## config.mk

```make
export PLATFORM = sky130hd
export DESIGN_NAME = next_line_prefetcher
export DESIGN_NICKNAME = d
export VERILOG_FILES = /design/src/rtl/next_line_prefetcher.sv
export SDC_FILE = /design/constraint.sdc
export NUM_CORES = 1
export LEC_CHECK = 0
export ABC_AREA = 1
export BUFFER_PORTS_ARGS = -buffer_cell sky130_fd_sc_hd__buf_2
export CORE_AREA = 2 2 344 346
export CTS_BUF_LIST = sky130_fd_sc_hd__clkbuf_4 sky130_fd_sc_hd__clkbuf_8
export CTS_CLUSTER_DIAMETER = 80
export DETAILED_ROUTE_END_ITERATION = 10
export DIE_AREA = 0 0 346 348
export SLEW_MARGIN = 10
export SYNTH_ARGS = -nofsm -noshare
export SYNTH_HDL_FRONTEND = slang
export SYNTH_SLANG_ARGS = --single-unit
export TNS_END_PERCENT = 20
```

## constraint.sdc

```tcl
create_clock -name clk -period 2.1 [get_ports clk]
set_input_delay 0.105 -clock clk [delete_from_list [all_inputs] [get_ports clk]]
set_output_delay 0.105 -clock clk [all_outputs]
set_load 0.05 [all_outputs]
```

## src/rtl/next_line_prefetcher.sv

```systemverilog
// rtl/next_line_prefetcher.sv - next-line instruction prefetcher with one-line stream buffer
//
// Forwards icache line misses to the arbiter's demand port. After every demand
// fill or buffer hit, it fetches line N+PF_DISTANCE through the prefetch port
// into a single-line stream buffer. A later miss that matches the buffered line
// is answered from the buffer and does not access memory.
//
// Optional feature: define NLP_STATS_EN to add the saturating hit/miss counters
// stat_hits and stat_misses.
//
// Ports:
//   clk, rst                 clock, synchronous active-high reset
//   ic_read/ic_address       icache miss request (held until ic_resp)
//   ic_resp/ic_rdata         one-cycle response and line data to icache
//   arb_icache_*             demand read channel to/from the memory arbiter
//   arb_pf_*                 prefetch read channel to/from the memory arbiter
//   stat_hits/stat_misses    buffer hit / demand miss counters (NLP_STATS_EN only)

module next_line_prefetcher #(
    parameter int PF_DISTANCE = 1,   // legal range 1..4
    parameter int LINE_BYTES  = 32
) (
    input  logic         clk,
    input  logic         rst,
    input  logic         ic_read,
    input  logic [31:0]  ic_address,
    output logic         ic_resp,
    output logic [255:0] ic_rdata,
    output logic         arb_icache_read,
    output logic [31:0]  arb_icache_address,
    input  logic         arb_icache_resp,
    input  logic [255:0] arb_icache_rdata,
    output logic         arb_pf_read,
    output logic [31:0]  arb_pf_address,
    input  logic         arb_pf_resp,
    input  logic [255:0] arb_pf_rdata
`ifdef NLP_STATS_EN
    ,
    output logic [31:0]  stat_hits,
    output logic [31:0]  stat_misses
`endif
);

    localparam logic [31:0] LINE_MASK = ~(32'(LINE_BYTES) - 32'd1);
    localparam logic [32:0] PF_STRIDE = 33'(PF_DISTANCE * LINE_BYTES);

    typedef enum logic [2:0] {
        IDLE   = 3'd0,
        HIT    = 3'd1,
        FWD    = 3'd2,
        LAUNCH = 3'd3,
        PF     = 3'd4
    } state_t;

    state_t         state_q;
    state_t         state_d;
    logic           buf_valid;
    logic [31:0]    buf_tag;
    logic [255:0]   buf_data;
    logic [31:0]    pf_addr;
    logic [31:0]    cur_line;
    logic [31:0]    ic_line;
    logic [32:0]    pf_sum;

    assign ic_line = ic_address & LINE_MASK;
    // Bit 32 flags a prefetch target past the top of the address space.
    assign pf_sum  = {1'b0, cur_line} + PF_STRIDE;

    always_ff @(posedge clk) begin
        if (rst) begin
            state_q <= IDLE;
        end else begin
            state_q <= state_d;
        end
    end

    always_comb begin
        state_d            = state_q;
        ic_resp            = 1'b0;
        ic_rdata           = '0;
        arb_icache_read    = 1'b0;
        arb_icache_address = '0;
        arb_pf_read        = 1'b0;
        arb_pf_address     = '0;
        case (state_q)
            IDLE: begin
                if (ic_read) begin
                    state_d = (buf_valid && (ic_line == buf_tag)) ? HIT : FWD;
                end
            end
            HIT: begin
                ic_resp  = 1'b1;
                ic_rdata = buf_data;
                state_d  = LAUNCH;
            end
            FWD: begin
                arb_icache_read    = 1'b1;
                arb_icache_address = ic_address;
                ic_resp            = arb_icache_resp;
                ic_rdata           = arb_icache_rdata;
                if (arb_icache_resp) begin
                    state_d = LAUNCH;
                end
            end
            LAUNCH: begin
                state_d = pf_sum[32] ? IDLE : PF;
            end
            PF: begin
                // The arbiter cannot abort a granted prefetch, so the request
                // stays up even if the icache wanders off to another line.
                arb_pf_read    = 1'b1;
                arb_pf_address = pf_addr;
                if (arb_pf_resp) begin
                    state_d = (ic_read && (ic_line == pf_addr)) ? HIT : IDLE;
                end
            end
            default: state_d = IDLE;
        endcase
    end

    always_ff @(posedge clk) begin
        if (rst) begin
            buf_valid <= 1'b0;
            buf_tag   <= '0;
            buf_data  <= '0;
            pf_addr   <= '0;
            cur_line  <= '0;
        end else begin
            case (state_q)
                IDLE: begin
                    // A miss means the icache left the stream; the buffer is stale.
                    if (state_d == FWD) begin
                        buf_valid <= 1'b0;
                    end
                end
                HIT: begin
                    cur_line  <= buf_tag;
                    buf_valid <= 1'b0;
                end
                FWD: begin
                    if (arb_icache_resp) begin
                        cur_line <= ic_line;
                    end
                end
                LAUNCH: begin
                    pf_addr <= pf_sum[31:0];
                end
                PF: begin
                    if (arb_pf_resp) begin
                        buf_data  <= arb_pf_rdata;
                        buf_tag   <= pf_addr;
                        buf_valid <= 1'b1;
                    end
                end
                default: ;
            endcase
        end
    end

`ifdef NLP_STATS_EN
    always_ff @(posedge clk) begin
        if (rst) begin
            stat_hits   <= '0;
            stat_misses <= '0;
        end else begin
            if ((state_q != HIT) && (state_d == HIT) && (stat_hits != 32'hFFFF_FFFF)) begin
                stat_hits <= stat_hits + 32'd1;
            end
            if ((state_q != FWD) && (state_d == FWD) && (stat_misses != 32'hFFFF_FFFF)) begin
                stat_misses <= stat_misses + 32'd1;
            end
        end
    end
`endif

endmodule

```

==> results.rst <==
.. list-table::
   :header-rows: 1

   * - Metric
     - Value
   * - Type of element launching the critical path
     - register
   * - Number of synthesized flops with an enable pin
     - 0
   * - Number of instances in the synthesized netlist
     - about 2,500
   * - Vertical extent of the die
     - 348 µm
   * - Proportion of layout cells with a drive suffix above 1
     - between 30% and 40%
   * - Hold violation count in the final report
     - 0
   * - Worst Skew
     - 0.0391 ns
   * - Post-detailed-route via-to-cell ratio
     - 4.32
   * - Average instance area after synthesis
     - between 6 and 7 µm²
   * - DRC violations left
     - 0
   * - Total chip power
     - 0.0212 W
   * - Number of CTS-inserted buffers
     - a little over 70
   * - Detailed placer's ending HPWL
     - 90,200 µm
   * - Max IR drop VDD
     - 460 µV
   * - Post-layout net count
     - ~4,300
   * - Full die area
     - 0.120 mm²
   * - Seq/Total Area, Yosys
     - between 40% and 50%
   * - Highest clock rate
     - 402 MHz
   * - Net Count, Synth
     - 3,085
   * - Startpoint of the most critical setup path
     - state_q[1]$_SDFF_PP0_
   * - Most instantiated library cell after synthesis
     - o21ai_0
   * - Synth unique cells
     - 33
   * - Start point of the worst hold path
     - ic_address[10]
   * - Measured slew at the worst slew-check pin
     - about 0.68 ns
   * - Top-Level Pins
     - 872
   * - Gate family responsible for the most delay along the worst path
     - buffers and inverters
   * - Global-route met1 utilization
     - between 20% and 30%
   * - Area share of the leading cell type in the synthesized netlist
     - a little over two fifths
   * - Vias after detailed routing
     - ~23,000
   * - Die extent in x
     - 346 µm
   * - Routability cong.
     - 0.966
   * - WP data arrival
     - ~2.4 ns
   * - Static leakage
     - 13.6 nW
   * - Data required time at the worst endpoint
     - 2.00 ns
   * - Total congestion overflow after global routing
     - 0
   * - Total routing usage reported by global routing
     - 18.6%
   * - Maximum capacitance violations
     - 0
   * - Most common flop cell mapped by yosys
     - dfxtp_1
   * - DRC marker count from the first detailed-route iteration
     - roughly 2,100
   * - Violations in the final reports
     - setup timing
   * - Maximum number of pins on one net before global-route repair
     - 93
   * - Fin. max-slew vios
     - 0
   * - Share of synthesized flip-flops with an asynchronous set or reset
     - 0%
   * - Met3 Usage GRT
     - 5.55%
   * - Relative max-transition margin
     - 54.6%
   * - Peak per-stage delay on the critical path
     - between 0.3 and 0.4 ns
   * - Startpoint of the most critical register-to-register path
     - state_q[1]$_SDFF_PP0_
   * - Post-route minimum period
     - 2.49 ns
   * - Netlist Area Pre-Place
     - approximately 0.017 mm²
   * - Buffers from clock root to sink, at most
     - 3
   * - Antenna viol nets, final
     - 0
   * - WL final
     - between 100,000 and 150,000 µm
   * - Area grow syn2layout
     - 91.9%
   * - Number of rows created at floorplan
     - 126
   * - Smallest setup slack after layout
     - -0.391 ns
   * - Met2 Track Usage GR
     - 29.3%
   * - Initial cell density of the core
     - 14.5%
   * - Largest cells by area after synthesis
     - dfxtp_1 42%, o21ai_0 17%, a21oi_1 9.6%
   * - Setup violation total in the final timing report
     - 321
   * - CTS HTree Levels
     - 3
   * - PwrDens
     - 648 mW/mm²
   * - Status
     - complete, but fails checks
   * - First-pass iteration count of the detailed router
     - 6
   * - Post-Route Setup TNS
     - -68.20 ns
   * - Minimum setup slack after placement
     - -0.469 ns
   * - Type of the worst min-delay path
     - input port to register
   * - Clock transition at the registers of the reported paths
     - about 0.060 ns
   * - Commonest cells post-synth
     - 586 x o21ai_0, 424 x nand2_1, 400 x inv_1
   * - Placeable core area
     - 0.117 mm²
   * - Cells along the critical path
     - nor3_4 -> buf_6 -> buf_12 -> inv_16 -> clkbuf_16 -> o21ai_1 -> buf_4
   * - Number of port buffers
     - 871
   * - Synth area leader
     - dfxtp_1
   * - Layer carrying the most global-route usage
     - met2
   * - Total of warnings raised by yosys
     - 0
   * - Clock latency on the worst-skew pair
     - between 0.6 and 0.7 ns
   * - Final Cycle Share
     - 119%
   * - Clock tree root buffer cell
     - clkbuf_8
   * - Post-detailed-route wirelength per cell
     - between 20 and 25 µm
   * - Antenna violations before repair
     - 23
   * - Slowest stage cell on the critical path
     - dfxtp_4
   * - Flop and latch count out of synthesis
     - 356
   * - Setup repair after global routing missed its margin
     - yes
   * - Crit path buffers/inverters
     - 5
   * - Kind of critical path
     - register to output pin
   * - CTS tree
     - built
   * - TritonCTS Sinks
     - 356
   * - Vias in the first global route
     - around 22,000
   * - Maximum fanout count along the critical path
     - 46
   * - Global-route wire length before repair
     - 160,000 µm
   * - Sort of element at the end of the critical path
     - output pin
## power breakdown
group / switching, W / internal [W] / total (W)
sequential: 0.000107 / 0.00690 / 0.00700
clock: 0.00340 / 0.00414 / 0.00754
combinational: 0.00406 / 0.00255 / 0.00661
## layout by cell type, fill, tap and decap left out, drive strengths merged, types with 2 or more instances in the layout
cell	n
a21oi	327
nand3	25
clkinvlp	2
nand4	10
nor2	130
dlygate4sd3	292
diode	8
clkbuf	113
nor3	9
o221ai	2
a211oi	38
buf	1018
clkinv	10
o21ai	589
inv	409
dfxtp	356
nand2	425
xnor2	20
xor2	15
## repair_timing
| action | CTS | global route |
|---|---|---|
| setup buffers | 16 | 4 |
| hold buffers | 292 | 0 |
| resized for setup | 322 | 282 |
| endpoints found under the hold margin | 296 | 0 |
| endpoints found under the setup margin | 323 | 332 |
| cloned | 15 | 3 |
| pin swaps | 7 | 7 |
## stage by stage
| step | instance area (µm²) | hold slack (ns) | utilization [%] | std cells |
|---|---|---|---|---|
| 6_report | 32600 | 0.121 | 27.9 | 5341 |
| 4_1_cts | 31800 | 0.00763 | 27.2 | 5327 |
| 3_3_place_gp | 26100 | 0.380 | 22.3 | 4884 |
| 5_1_grt | 32600 | 0.0803 | 27.9 | 5339 |
| 3_5_place_dp | 26100 | 0.385 | 22.3 | 4884 |
| 2_1_floorplan | 17000 | 0.265 | - | 2535 |
## worst reg2reg max path, cell delays in order, from the launching register on
cell and delay, ns:
dfxtp_4 0.37, nor2_1 0.24, nand3_4 0.20, buf_12 0.22, o21ai_0 0.33, dlygate4sd3_1 0.59, a21oi_1 0.04
## layer usage
metal  share of wire, %  up-vias
met1                 41    10829
met3                9.9      232
met4                4.4        8
met5              0.039        -
met2                 45     1384
li1                   -    10616
## registers in the layout (all words and copies together) (netlist names)
register / flops
buf_data: 256
buf_tag: 32
cur_line: 32
pf_addr: 32
state_q: 3
buf_valid: 1
## logic make-up (layout without fill, tap and decap cells)
group	count (synthesis)	in the layout	synth area share, %
compound gates	958	958	28.9
simple gates	601	601	14.4
buf+inv	584	1846	13.0
flops	356	356	41.9
xor+xnor	35	35	1.80
fa+ha+maj	1	1	0.0735
other cells	0	8	0
## worst paths after layout
| check | endpoint | slack [ns] | cells past startpoint |
|---|---|---|---|
| worst min register to register | buf_data[254]$_SDFFE_PP0P_ | 0.44 | 2 |
| worst min-delay path | cur_line[10]$_SDFFE_PP0P_ | 0.12 | 5 |
| worst max-delay path | ic_rdata[56] | -0.39 | 7 |
| worst max register to register | buf_data[129]$_SDFFE_PP0P_ | 0 | 6 |
## area by class of cell
cell class / instances / area [µm²]
antenna: 8 / 20.0
inverter: 404 / 1560
sequential: 356 / 7140
clock inverter: 13 / 116
fill: 12407 / 84300
timing repair buffer: 1316 / 11900
tap: 1536 / 1920
multi-input combinational: 1595 / 8630
clock buffer: 108 / 1320
timing repair inverter: 5 / 58.8
Power figures use the tool's default switching activity.
